$ cat src/rtl/bus_arbiter_if.sv
// Request/response bundle shared by each master port and the slave port of the arbiter.
// The initiator drives req/addr/cmd/wdata; the target answers with ack/rdata.
interface bus_arbiter_if;
  logic        req;
  logic [31:0] addr;
  logic        cmd;
  logic [31:0] wdata;
  logic        ack;
  logic [31:0] rdata;

  modport master (output req, addr, cmd, wdata, input ack, rdata);
  modport slave  (input req, addr, cmd, wdata, output ack, rdata);
endinterface

$ cat src/rtl/bus_arbiter.sv
// Two-master, one-slave bus arbiter with alternating priority and a slave-ack timeout.
// Every transaction returns to IDLE for at least one cycle before the next grant.
module bus_arbiter #(
  parameter int unsigned TIMEOUT = 16
) (
  input  logic                 clk,
  input  logic                 rst,
  bus_arbiter_if.slave         m0,
  bus_arbiter_if.slave         m1,
  bus_arbiter_if.master        slv,
  output logic [1:0]           grant,
  output logic                 timeout_err
);

  typedef enum logic [1:0] {
    IDLE = 2'd0,
    GNT0 = 2'd1,
    GNT1 = 2'd2
  } state_e;

  localparam logic [7:0] WCNT_LAST = 8'(TIMEOUT - 1);

  state_e      state_q, state_d;
  logic        prio_q, prio_d;
  logic [7:0]  wcnt_q, wcnt_d;

  logic        own1;
  logic        own_req;
  logic        mst_ack;
  logic [31:0] mst_rdata;

  assign own1    = (state_q == GNT1);
  assign own_req = own1 ? m1.req : m0.req;

  // Only the current owner ever sees an ack or read data.
  assign m0.ack   = mst_ack & (state_q == GNT0);
  assign m0.rdata = (state_q == GNT0) ? mst_rdata : 32'd0;
  assign m1.ack   = mst_ack & own1;
  assign m1.rdata = own1 ? mst_rdata : 32'd0;

  always_comb begin
    // NOTE: every output of this block gets a default first, so no path leaves one unassigned and no latch is inferred.
    state_d     = state_q;
    prio_d      = prio_q;
    wcnt_d      = wcnt_q;
    grant       = 2'b00;
    timeout_err = 1'b0;
    mst_ack     = 1'b0;
    mst_rdata   = 32'd0;
    slv.req     = 1'b0;
    slv.addr    = 32'd0;
    slv.cmd     = 1'b0;
    slv.wdata   = 32'd0;

    unique case (state_q)
      IDLE: begin
        wcnt_d = 8'd0;
        if (m0.req && m1.req) state_d = prio_q ? GNT1 : GNT0;
        else if (m0.req)      state_d = GNT0;
        else if (m1.req)      state_d = GNT1;
      end

      GNT0, GNT1: begin
        grant     = own1 ? 2'b10 : 2'b01;
        slv.req   = own_req;
        slv.addr  = own1 ? m1.addr  : m0.addr;
        slv.cmd   = own1 ? m1.cmd   : m0.cmd;
        slv.wdata = own1 ? m1.wdata : m0.wdata;

        if (slv.ack) begin
          // A real ack beats a coincident timeout; priority goes to the other master.
          mst_ack   = 1'b1;
          mst_rdata = slv.rdata;
          state_d   = IDLE;
          prio_d    = ~own1;
          wcnt_d    = 8'd0;
        end else if (!own_req) begin
          state_d = IDLE;
          prio_d  = ~prio_q;
          wcnt_d  = 8'd0;
        end else if (wcnt_q == WCNT_LAST) begin
          mst_ack     = 1'b1;
          timeout_err = 1'b1;
          state_d     = IDLE;
          prio_d      = ~prio_q;
          wcnt_d      = 8'd0;
        end else begin
          wcnt_d = wcnt_q + 8'd1;
        end
      end

      default: state_d = IDLE;
    endcase
  end

  always_ff @(posedge clk) begin
    // NOTE: state registers use non-blocking assignments so all of them update together on the edge.
    if (rst) begin
      state_q <= IDLE;
      prio_q  <= 1'b0;
      wcnt_q  <= 8'd0;
    end else begin
      state_q <= state_d;
      prio_q  <= prio_d;
      wcnt_q  <= wcnt_d;
    end
  end

endmodule

$ cat src/flat_wrapper.sv
// flat-port wrapper written by rule: the top's interface ports become plain ports
module bus_arbiter_flat 
#(
  parameter int unsigned TIMEOUT = 16
)
  (clk, rst, grant, timeout_err, m0_req, m0_addr, m0_cmd, m0_wdata, m0_ack, m0_rdata, m1_req, m1_addr, m1_cmd, m1_wdata, m1_ack, m1_rdata, slv_req, slv_addr, slv_cmd, slv_wdata, slv_ack, slv_rdata);
  bus_arbiter_if m0_i ();
  bus_arbiter_if m1_i ();
  bus_arbiter_if slv_i ();
  input  logic clk;
  input  logic rst;
  output logic [1:0] grant;
  output logic timeout_err;
  input wire logic [$bits(m0_i.req)-1:0] m0_req;
  input wire logic [$bits(m0_i.addr)-1:0] m0_addr;
  input wire logic [$bits(m0_i.cmd)-1:0] m0_cmd;
  input wire logic [$bits(m0_i.wdata)-1:0] m0_wdata;
  output wire logic [$bits(m0_i.ack)-1:0] m0_ack;
  output wire logic [$bits(m0_i.rdata)-1:0] m0_rdata;
  input wire logic [$bits(m1_i.req)-1:0] m1_req;
  input wire logic [$bits(m1_i.addr)-1:0] m1_addr;
  input wire logic [$bits(m1_i.cmd)-1:0] m1_cmd;
  input wire logic [$bits(m1_i.wdata)-1:0] m1_wdata;
  output wire logic [$bits(m1_i.ack)-1:0] m1_ack;
  output wire logic [$bits(m1_i.rdata)-1:0] m1_rdata;
  output wire logic [$bits(slv_i.req)-1:0] slv_req;
  output wire logic [$bits(slv_i.addr)-1:0] slv_addr;
  output wire logic [$bits(slv_i.cmd)-1:0] slv_cmd;
  output wire logic [$bits(slv_i.wdata)-1:0] slv_wdata;
  input wire logic [$bits(slv_i.ack)-1:0] slv_ack;
  input wire logic [$bits(slv_i.rdata)-1:0] slv_rdata;
  assign m0_i.req = m0_req;
  assign m0_i.addr = m0_addr;
  assign m0_i.cmd = m0_cmd;
  assign m0_i.wdata = m0_wdata;
  assign m0_ack = m0_i.ack;
  assign m0_rdata = m0_i.rdata;
  assign m1_i.req = m1_req;
  assign m1_i.addr = m1_addr;
  assign m1_i.cmd = m1_cmd;
  assign m1_i.wdata = m1_wdata;
  assign m1_ack = m1_i.ack;
  assign m1_rdata = m1_i.rdata;
  assign slv_req = slv_i.req;
  assign slv_addr = slv_i.addr;
  assign slv_cmd = slv_i.cmd;
  assign slv_wdata = slv_i.wdata;
  assign slv_i.ack = slv_ack;
  assign slv_i.rdata = slv_rdata;
  bus_arbiter #(.TIMEOUT(TIMEOUT)) u_core (.clk(clk), .rst(rst), .m0(m0_i), .m1(m1_i), .slv(slv_i), .grant(grant), .timeout_err(timeout_err));
endmodule
$ cat config.mk
export PLATFORM = sky130hd
export DESIGN_NAME = bus_arbiter_flat
export DESIGN_NICKNAME = d
export VERILOG_FILES = /design/src/rtl/bus_arbiter_if.sv /design/src/rtl/bus_arbiter.sv /design/src/flat_wrapper.sv
export SDC_FILE = /design/constraint.sdc
export NUM_CORES = 1
export LEC_CHECK = 0
export BUFFER_PORTS_ARGS = -buffer_cell sky130_fd_sc_hd__buf_2
export CAP_MARGIN = 20
export CORE_AREA = 10 10 108 110
export CTS_BUF_LIST = sky130_fd_sc_hd__clkbuf_8
export DETAILED_ROUTE_END_ITERATION = 6
export DIE_AREA = 0 0 118 120
export GPL_TIMING_DRIVEN = 0
export PLACE_DENSITY_LB_ADDON = 0.1
export SYNTH_ARGS = -nofsm -noshare
export SYNTH_HDL_FRONTEND = slang
export SYNTH_SLANG_ARGS = --single-unit
$ cat constraint.sdc
create_clock -name clk -period 2.1 [get_ports clk]
set_input_delay 0.42 -clock clk [delete_from_list [all_inputs] [get_ports clk]]
set_output_delay 0.42 -clock clk [all_outputs]
set_load 0.1 [all_outputs]
Yosys cells after proc, flatten, opt, wreduce, memory -nomap -nowiden. Index checks and enable logic that the tools add are counted.

Register bits: 11. Bits of input ports: 167. Output and inout bits: 135.

Add/sub/neg operators: 1. Equality and inequality tests: 6. Muxes and demuxes: 35. Bitwise logic cells: 4. Reduce and logical (&&, ||, !) cells: 6.

Operators with widths (number): $mux 32 (8); $mux 8 (3); $mux 2 (9); $pmux 8 s2 (1); $mux 1 (13); $add 8x1->8 const B (1); $eq 8x4->1 const B (1); $ne 4x3->1 const B (1); $ne 4x4->1 const B (1); $pmux 2 s2 (1); $reduce_and 2->1 (2); $ne 3x3->1 const B (1); $and 1x1->1 (2); $eq 2x1->1 const B (1); $eq 2x2->1 const B (1); $logic_not 2->1 (1); $not 1->1 (2); $reduce_bool 2->1 (1); $reduce_or 2->1 (1); $logic_and 1x1->1 (1).

Logic depth before layout (Yosys ltp). Gate-level depths: netlist of run 1.

Depth after elaboration: 6. Mapped depth: 8. Depth with buffers taken out: 6.

Least setup slack after synthesis of run 1. No wires, ideal clock.

Kind: register to output. Start: reg u_core.state_q[0]. End: out timeout_err. Data arrival time: 3.828 ns. Slack: -2.148 ns. Stages on the path, launching flop included: 7. Cells stage by stage: dfxtp_1 inv_1 ha_1 buf_2 mux2i_2 nand2b_1 nor3_1.

Word-level cells in the longest chain between the ends: 5.

RTL lines: start: declaration (line bus_arbiter.sv:23) `state_e state_q, state_d;`; start signal: assignment (line bus_arbiter.sv:103) `state_q <= state_d;`; $eq 2x2->1 (line bus_arbiter.sv:32, bus_arbiter.sv:55); $mux 1 (line bus_arbiter.sv:33) `assign own_req = own1 ? m1.req : m0.req;`; $mux 1 (line bus_arbiter.sv:77) `end else if (!own_req) begin`; $mux 1 (line bus_arbiter.sv:70) `if (slv.ack) begin`; $mux 1 (*) (line bus_arbiter.sv:55) `unique case (state_q)`; end: declaration (line flat_wrapper.sv:13) `output logic timeout_err;`.

Mark *: on every way between the ends. The rest lies on a longest branch, timed or not.

Worst setup path in the final report of run 1.
Start: reg u_core.wcnt_q[1]. End: out m0_ack.

Word-level cells in the longest chain between the ends: 6.

RTL lines: start: declaration (line bus_arbiter.sv:25) `logic [7:0] wcnt_q, wcnt_d;`; start signal: assignment (line bus_arbiter.sv:105) `wcnt_q <= wcnt_d;`; $eq 8x4->1 (line bus_arbiter.sv:81) `end else if (wcnt_q == WCNT_LAST) begin`; $mux 1 (line bus_arbiter.sv:81); $mux 1 (line bus_arbiter.sv:77); $mux 1 (line bus_arbiter.sv:70); $mux 1 (line bus_arbiter.sv:55); $and 1x1->1 (line bus_arbiter.sv:36) `assign m0.ack = mst_ack & (state_q == GNT0);`; end: declaration (line flat_wrapper.sv:18) `output wire logic [$bits(m0_i.ack)-1:0] m0_ack;`.

No other way between the ends.

==> impl_metrics.env, run 1 <==
export IMPL_period_share_pct=112
export IMPL_min_from="rst"
export IMPL_synth_fp_nets=466
export IMPL_post_route_drc_count=0
export IMPL_instances_no_fill=771
export IMPL_portBuffers=301
export IMPL_synthCells=294
export IMPL_drv_slew=0
export IMPL_initial_utilization_pct=24.0
export IMPL_power_density_mw_per_mm2=770
export IMPL_hold_path_class="input port to register"
export IMPL_drtPass1Iterations=4
export IMPL_criticalPathCategory="register to output port"
export IMPL_yosys_register_bits=11
export IMPL_finalSetupViolations=91
export IMPL_rr_startpoint="u_core.wcnt_q[1]"
export IMPL_ir_drop_uv=731
export IMPL_globalRouteTotalUtil_pct=23.4
export IMPL_regArea_sq_um=230
export IMPL_slew_headroom_pct=67.1
export IMPL_failed_checks="negative setup slack"
export IMPL_vias=3719
export IMPL_ant_nets=0
export IMPL_fin_ws_ps=-262
export IMPL_startpoint="u_core.wcnt_q[1]"
export IMPL_tightest_slew_ps=497
export IMPL_holdBufCountCts=0
export IMPL_start_kind="register"
export IMPL_holdWs_ps=484
export IMPL_cts_made_buffers=3
export IMPL_coreArea_sq_mm=0.00955
export IMPL_grt_pass1_wl_microns=26200
export IMPL_skew_ps=6.00
export IMPL_cts_sinks=11
export IMPL_multi_input_area_sq_mm=0.00322
export IMPL_overflow=0
export IMPL_drt_iter0_drc=167
export IMPL_leakagePower_uw=0.00341
export IMPL_crit_path_end_kind="output port"
export IMPL_die_y_microns=120
export IMPL_cts_tree="yes"
export IMPL_gp_congestion=0.833
export IMPL_nFillCells=480
export IMPL_min_period_ps=2360
export IMPL_clkSlewWorstSetupHoldPaths_ps=50
export IMPL_hpwl_microns=12100
export IMPL_fmax_mhz=423
export IMPL_layout_common_cells="buf_2, buf_12, nor2b_4, and2_4"
export IMPL_drt_vias_per_instance=4.82
export IMPL_drive_gt1_share_pct=91.8
export IMPL_synthToLayoutAreaGrowth_pct=251
export IMPL_ys_seq_area_share_pct=9.62
export IMPL_clock_latency_ps=240
export IMPL_cts_htree_levels=1
export IMPL_first_global_vias=4103
export IMPL_io_pin_count=302
export IMPL_arrival_ps=1940
export IMPL_dieArea_sq_mm=0.0142
export IMPL_dp_cells=728
export IMPL_layout_cells_most_common="buf_2"
export IMPL_nets=810
export IMPL_drv_cap=0
export IMPL_path_max_fanout=2
export IMPL_syn_area_sq_mm=0.00229
export IMPL_cts_path_max_buffers=2
export IMPL_dp_slack_ps=-545
export IMPL_grt_max_degree=11
export IMPL_hold_violations=0
export IMPL_synth_cell_types=36
export IMPL_ys_warnings_count=0
export IMPL_outcome="finished, violations left"
export IMPL_root_buffer="clkbuf_8"
export IMPL_antenna_found_initial=1
export IMPL_fin_util_pct=84.1
export IMPL_wl_microns=19700
export IMPL_rsz0062_at_grt="yes"
export IMPL_avgSynthCellArea_sq_um=7.78
export IMPL_die_x_microns=118
export IMPL_rows=36
export IMPL_worst_ep_required_time_ps=1680
export IMPL_wl_per_cell_microns=25.5
-- metal layers --
| layer | vias up | GRT usage (%) | routed length, microns |
|---|---|---|---|
| met5 | - | 0 | 0 |
| met2 | 229 | 47.8 | 11400 |
| met3 | 40 | 7.55 | 1610 |
| met4 | 0 | 4.79 | 582 |
| li1 | 1674 | - | - |
| met1 | 1776 | 22.1 | 6080 |
-- final cells by class --
type | instances | share of cell area, %
Inverter | 4 | 0.249
Antenna cell | 1 | 0.0312
Timing Repair Buffer | 343 | 50.2
Buffer | 19 | 3.96
Tap cell | 133 | 2.07
Sequential cell | 11 | 2.87
Multi-Input combinational cell | 256 | 40.1
Clock buffer | 3 | 0.514
Clock inverter | 1 | 0.0468
-- logic make-up (layout without fill, tap and decap cells) --
| family | after synthesis | count (layout) | synth area share (%) |
|---|---|---|---|
| muxes | 68 | 68 | 29.9 |
| adders and majority gates | 5 | 5 | 2.73 |
| xor gates and xnor gates | 6 | 6 | 2.30 |
| DFF | 11 | 11 | 9.62 |
| other | 0 | 1 | 0 |
| AOI/OAI and AO/OA | 11 | 11 | 4.65 |
| buffers and inverters | 27 | 370 | 5.41 |
| and+or+nand+nor | 166 | 166 | 45.4 |
-- flip-flops by register name, indices dropped and copies added, names as in the netlist --
signal,cells
u_core.wcnt_q,8
u_core.state_q,2
u_core.prio_q,1
-- final timing paths --
check                            to  slack [ps]  depth (start not counted)
setup / recovery             m0_ack        -260                          6
hold / removal    u_core.state_q[1]         480                          3
setup reg to reg  u_core.state_q[0]          70                          8
hold reg to reg       u_core.prio_q         510                          2
-- timing repair --
item | in CTS | in global routing
pin swaps | 60 | 8
endpoints found under the setup margin | 132 | 131
resized for setup | 652 | 98
endpoints found under the hold margin | 0 | 0
cloned | 8 | 8
setup buffers | 19 | 11
-- power breakdown --
group          switching, uW  internal [uW]  total [uW]  leakage (uW)
registers               15.4            224         239     0.0000915
clock network           89.1            129         218     0.0000269
logic                   3260           2470        5720       0.00329
-- stage by stage --
step	TNS [ps]	total power (uW)	area, sq um
after floorplan	-16910	3480	2970
after global placement	-48370	4040	4650
after detailed placement	-50780	4050	4650
after CTS	-6930	5590	7380
after global routing	-12920	6330	8030
final	-7530	6180	8030
-- worst max-delay path, stage by stage (launching register included) --
cell and delay, ps:
dfxtp_2 350, ha_4 130, nand4b_1 90, or4_4 540
o2bb2a_4 250, nor2b_4 140, buf_12 180
-- cell usage after synthesis --
cell type	n	share of area, %
a21oi_4	1	0.71
nor2_1	2	0.33
nand4b_1	1	0.38
buf_2	8	1.7
and3_2	1	0.33
nand3_1	5	1.1
o2bb2ai_1	1	0.38
nor2b_1	66	18
ha_1	5	2.7
buf_6	1	0.49
dfxtp_1	11	9.6
nor3_1	8	1.7
nand2b_1	2	0.55
and2_1	63	17
clkbuf_1	13	2.1
and2b_2	1	0.38
xor2_1	5	1.9
and4b_1	1	0.44
or4_1	1	0.33
o2bb2a_4	1	0.87
a211oi_1	1	0.33
a21oi_1	3	0.66
mux2i_2	1	0.60
nor2_4	1	0.49
nor2b_2	2	0.77
inv_1	4	0.66
nand2_1	4	0.66
a22oi_4	1	0.93
xnor2_1	1	0.38
mux2i_1	67	29
dlygate4sd1_1	1	0.38
and3_1	3	0.82
or2b_2	3	1.1
nand3b_1	2	0.66
a21boi_0	1	0.33
o21ai_0	2	0.44
Power figures use the tool's default switching activity.
==> inputs of run 2 (changes only) <==
CORE_AREA = 10 10 110 112   (was 10 10 108 110)
DIE_AREA = 0 0 120 122   (was 0 0 118 120)
GPL_ROUTABILITY_DRIVEN = 0   (was unset)
SKIP_LAST_GASP = 1   (was unset)
clock period = 1.9 ns   (was 2.1 ns; I/O delays follow)
==> impl_metrics.env, run 2 (synthesis gave the netlist of run 1 again) <==
export IMPL_outcome="finished, violations left"
export IMPL_failed_checks="negative setup slack"
export IMPL_drt_iter0_drc=124
export IMPL_drv_slew=0
export IMPL_hold_violations=0
export IMPL_power_density_mw_per_mm2=853
export IMPL_die_y_microns=122
export IMPL_worst_ep_required_time_ps=1520
export IMPL_layout_cells_most_common="buf_2"
export IMPL_antenna_found_initial=2
export IMPL_wl_per_cell_microns=25.1
export IMPL_portBuffers=301
export IMPL_startpoint="u_core.state_q[0]"
export IMPL_nFillCells=453
export IMPL_r2r_cells=8
export IMPL_r2r_end="u_core.state_q[0]"
export IMPL_tightest_slew_ps=498
export IMPL_grt_pass1_wl_microns=26300
export IMPL_dpl_cell_area_sq_mm=0.00468
export IMPL_r2r_slack_ps=160
export IMPL_regArea_sq_um=228
export IMPL_vias=3714
export IMPL_rows=37
export IMPL_root_buffer="clkbuf_8"
export IMPL_largest_reg_flops=8
export IMPL_slew_headroom_pct=67.0
export IMPL_path_max_fanout=5
export IMPL_cts_tree="yes"
export IMPL_clock_latency_ps=240
export IMPL_crit_path_end="slv_wdata[22]"
export IMPL_globalRouteTotalUtil_pct=22.7
export IMPL_rr_startpoint="u_core.state_q[0]"
export IMPL_ir_drop_uv=889
export IMPL_skew_ps=3.94
export IMPL_drtPass1Iterations=4
export IMPL_hpwl_microns=11900
export IMPL_die_x_microns=120
export IMPL_grt_max_degree=11
export IMPL_holdWs_ps=459
export IMPL_first_global_vias=4208
export IMPL_dp_slack_ps=-687
export IMPL_ant_nets=0
export IMPL_arrival_ps=1900
export IMPL_top_register="u_core.wcnt_q"
export IMPL_hold_path_class="input port to register"
export IMPL_min_path_cells=3
export IMPL_criticalPathCategory="register to output port"
export IMPL_min_period_ps=2280
export IMPL_drt_vias_per_instance=4.73
export IMPL_cts_path_max_buffers=2
export IMPL_finalInstanceArea_sq_mm=0.00847
export IMPL_layout_common_cells="buf_2, buf_12, nor2b_4, and2_4, mux2i_4"
export IMPL_drv_cap=0
export IMPL_initial_utilization_pct=22.8
export IMPL_fmax_mhz=438
export IMPL_fin_ws_ps=-382
export IMPL_cts_htree_levels=1
export IMPL_multi_input_area_sq_mm=0.00346
export IMPL_finalSetupViolations=132
export IMPL_io_pin_count=302
export IMPL_holdBufCountCts=0
export IMPL_overflow=0
export IMPL_synthToLayoutAreaGrowth_pct=270
export IMPL_drive_gt1_share_pct=92.0
export IMPL_top_regs="u_core.wcnt_q: 8 flops, u_core.state_q: 2 flops, u_core.prio_q: 1 flops"
export IMPL_nets=821
export IMPL_leakagePower_uw=0.00352
export IMPL_post_route_drc_count=0
export IMPL_wl_microns=19700
export IMPL_crit_path_end_kind="output port"
export IMPL_cts_sinks=11
export IMPL_period_share_pct=120
export IMPL_rsz0062_at_grt="yes"
export IMPL_cts_made_buffers=3
export IMPL_coreArea_sq_mm=0.0100
export IMPL_start_kind="register"
export IMPL_clkSlewWorstSetupHoldPaths_ps=50
export IMPL_dieArea_sq_mm=0.0146
run 2: changes by cell type in the layout (fill, tap and decap cells not counted), moves of 2 or more:
cell	delta
mux2i_2	-27
mux2i_4	+27
buf_16	+4
buf_4	+4
buf_12	+3
clkbuf_8	+3
buf_6	-2
run 2: power by group:
group	switching, uW	internal (uW)
registers	16.9	248
clock network	89.5	142
logic	3720	3010
run 2: cell type report:
class                   count  area share [%]
clock buffers               3           0.488
well taps                 136            2.01
clock inverters             1          0.0443
plain buffers              21            4.25
repair buffers            352            49.5
flip-flops and latches     11            2.69
inverters                   4           0.207
multi-input cells         256            40.8
diodes                      1          0.0295
run 2: what timing repair did:
item | 4_1_cts | 5_1_grt
pin swaps | 34 | 4
gates resized for setup | 728 | 63
cloned | 11 | 7
endpoints found under the setup margin | 135 | 133
setup buffers | 23 | 13
run 2: per-stage QoR:
stage,setup TNS (ps),total power [uW],instances,utilization (%)
global placement,-68830,4460,731,46.6
detailed placement,-76280,4480,731,46.6
global route,-42840,7400,785,84.3
floorplan,-36920,3860,294,-
CTS,-30150,6660,768,79.0
finish,-35180,7220,785,84.3
run 2: worst min-delay path by stage:
stage | to | slack, ps | from
4_1_cts | u_core.state_q[1] | 440 | rst
5_1_grt | u_core.prio_q | 470 | rst
6_report | u_core.state_q[1] | 460 | rst
3_5_place_dp | u_core.wcnt_q[1] | 490 | u_core.wcnt_q[1]
3_3_place_gp | u_core.wcnt_q[1] | 470 | u_core.wcnt_q[1]
2_1_floorplan | u_core.wcnt_q[1] | 460 | u_core.wcnt_q[1]
run 2: critical path, stage by stage (launching register included):
cell     delay, ps
dfxtp_2        340
inv_2           60
ha_4           190
buf_6          130
buf_12         120
buf_12         130
buf_16         150
mux2i_4        200
nor2b_4        150
buf_12         180
run 2: routing by layer:
layer | GRT usage (%) | up-vias | wire length (microns)
met5 | 0 | - | 7
met4 | 4.45 | 2 | 410
met3 | 7.26 | 30 | 1640
met2 | 46.8 | 220 | 11400
met1 | 21.3 | 1762 | 6210
li1 | - | 1700 | -
==> inputs of run 3 (changes only) <==
CORE_AREA = 10 10 108 110   (was 10 10 110 112)
DIE_AREA = 0 0 118 120   (was 0 0 120 122)
clock period = 2.35 ns   (was 1.9 ns; I/O delays follow)
==> impl_metrics.env, run 3 (synthesis gave the netlist of run 1 again) <==
export IMPL_leakagePower_uw=0.00285
export IMPL_multi_input_area_sq_mm=0.00273
export IMPL_rr_startpoint="u_core.state_q[1]"
export IMPL_path_max_fanout=7
export IMPL_cts_made_buffers=3
export IMPL_drt_iter0_drc=139
export IMPL_clkSlewWorstSetupHoldPaths_ps=60
export IMPL_die_x_microns=118
export IMPL_rsz0062_at_grt="yes"
export IMPL_drv_cap=0
export IMPL_nets=781
export IMPL_wl_microns=15700
export IMPL_synthToLayoutAreaGrowth_pct=167
export IMPL_hpwl_microns=12200
export IMPL_finalSetupViolations=0
export IMPL_tightest_slew_ps=506
export IMPL_antenna_found_initial=2
export IMPL_arrival_ps=1880
export IMPL_min_from="u_core.prio_q"
export IMPL_cts_path_max_buffers=2
export IMPL_fmax_mhz=426
export IMPL_worst_ep_required_time_ps=1880
export IMPL_skew_ps=6.41
export IMPL_ir_drop_uv=566
export IMPL_criticalPathCategory="register to output port"
export IMPL_initial_utilization_pct=24.0
export IMPL_post_route_drc_count=0
export IMPL_regArea_sq_um=230
export IMPL_largest_reg_flops=8
export IMPL_dieArea_sq_mm=0.0142
export IMPL_grt_max_degree=11
export IMPL_crit_path_top_delay_cell="dfxtp_4"
export IMPL_min_path_cells=2
export IMPL_top_regs="u_core.wcnt_q: 8 flops, u_core.state_q: 2 flops, u_core.prio_q: 1 flops"
export IMPL_min_to="u_core.prio_q"
export IMPL_portBuffers=301
export IMPL_io_pin_count=302
export IMPL_period_share_pct=99.9
export IMPL_hold_violations=0
export IMPL_grt_pass1_wl_microns=21800
export IMPL_slew_headroom_pct=66.5
export IMPL_coreArea_sq_mm=0.00955
export IMPL_vias=3341
export IMPL_fin_ws_ps=2.68
export IMPL_dp_slack_ps=-574
export IMPL_drt_vias_per_instance=4.50
export IMPL_top_register="u_core.wcnt_q"
export IMPL_hold_path_class="register to register"
export IMPL_drtPass1Iterations=4
export IMPL_rows=36
export IMPL_finalSetupTns_ps=0
export IMPL_die_y_microns=120
export IMPL_clock_latency_ps=240
export IMPL_layout_common_cells="buf_2, nor2b_4, and2_2, buf_4, mux2i_1"
export IMPL_cts_htree_levels=1
export IMPL_outcome="complete, no violations"
export IMPL_crit_chain="inv_2 > ha_4 > buf_6 > mux2i_4 > nand2b_4 > o2bb2a_4 > nor2b_4 > buf_12"
export IMPL_crit_path_end_kind="output port"
export IMPL_instances_no_fill=742
export IMPL_dp_cells=728
export IMPL_layout_cells_most_common="buf_2"
export IMPL_ant_nets=0
export IMPL_nFillCells=779
export IMPL_cts_sinks=11
export IMPL_drv_slew=0
export IMPL_r2r_cells=7
export IMPL_overflow=0
export IMPL_max_stage_delay_ps=350
export IMPL_r2r_slack_ps=540
export IMPL_holdWs_ps=498
export IMPL_globalRouteTotalUtil_pct=19.1
export IMPL_power_density_mw_per_mm2=717
export IMPL_first_global_vias=3695
export IMPL_start_kind="register"
export IMPL_min_period_ps=2350
export IMPL_root_buffer="clkbuf_8"
export IMPL_cts_tree="yes"
export IMPL_r2r_end="u_core.wcnt_q[6]"
export IMPL_drive_gt1_share_pct=84.0
export IMPL_wl_per_cell_microns=21.2
==> run 3: cell types whose count changed in the layout (fill, tap and decap cells not counted), moves of 6 or more <==
cell / before / now
mux2i_1: 2 / 44
buf_4: 20 / 51
mux2i_4: 60 / 6
buf_12: 140 / 40
and2_2: 0 / 61
mux2i_2: 6 / 18
and2_4: 63 / 0
clkbuf_4: 0 / 6
buf_6: 11 / 21
buf_2: 168 / 174
clkbuf_16: 7 / 1
buf_8: 17 / 35
==> run 3: worst max-delay path by stage <==
stage                 startpoint            end  slack, ps  cells after the start
4_1_cts         u_core.wcnt_q[0]         m1_ack        -80                      7
5_1_grt         u_core.wcnt_q[0]         m1_ack        -50                      6
2_1_floorplan  u_core.state_q[0]    timeout_err        -90                      6
3_5_place_dp   u_core.state_q[1]  slv_wdata[30]       -570                      6
6_report       u_core.state_q[0]         m1_ack          3                      8
3_3_place_gp   u_core.state_q[1]   slv_wdata[1]       -520                      6
==> run 3: timing repair <==
item / 4_1_cts / 5_1_grt
hold buffers: 0 / 0
gates resized for setup: 320 / 92
setup endpoints to repair: 132 / 105
pin swaps: 3 / 0
buffers inserted: 5 / 4
gates cloned: 0 / 1
==> run 3: layout make-up <==
| cell class | instances | area share (%) |
|---|---|---|
| multi-input combinational | 256 | 44.6 |
| timing repair buffer | 311 | 44.5 |
| sequential | 11 | 3.77 |
| buffer | 22 | 3.29 |
| tap | 133 | 2.72 |
| clock buffer | 3 | 0.675 |
| inverter | 4 | 0.246 |
| clock inverter | 1 | 0.0818 |
| antenna | 1 | 0.0409 |
==> run 3: per-stage QoR <==
stage,power [uW],area (sq um),utilization [%]
floorplan,3090,2920,-
global placement,3600,4590,48.1
detailed placement,3610,4590,48.1
CTS,4280,5710,59.8
global route,4530,6110,64.0
finish,4390,6110,64.0
==> run 3: layer usage <==
| layer | vias up | share of wire [%] | GRT usage (%) |
|---|---|---|---|
| met5 | - | 0 | 0 |
| met4 | 0 | 2.9 | 5.33 |
| met3 | 26 | 8.5 | 7.41 |
| met2 | 177 | 56 | 37.4 |
| met1 | 1529 | 33 | 18.1 |
| li1 | 1609 | - | - |
==> run 3: report_power, final <==
part	total, uW	internal (uW)	switching, uW
registers	211	200	11.8
clock network	193	117	75.9
logic	3980	1380	2610
==> run 3: critical path: cells and delay by family (launching register included) <==
kind	cells	cell delay, ps
compound gates	1	250
fa+ha+maj	1	160
buf+inv	3	380
flops	1	350
mux	1	200
simple gates	2	300
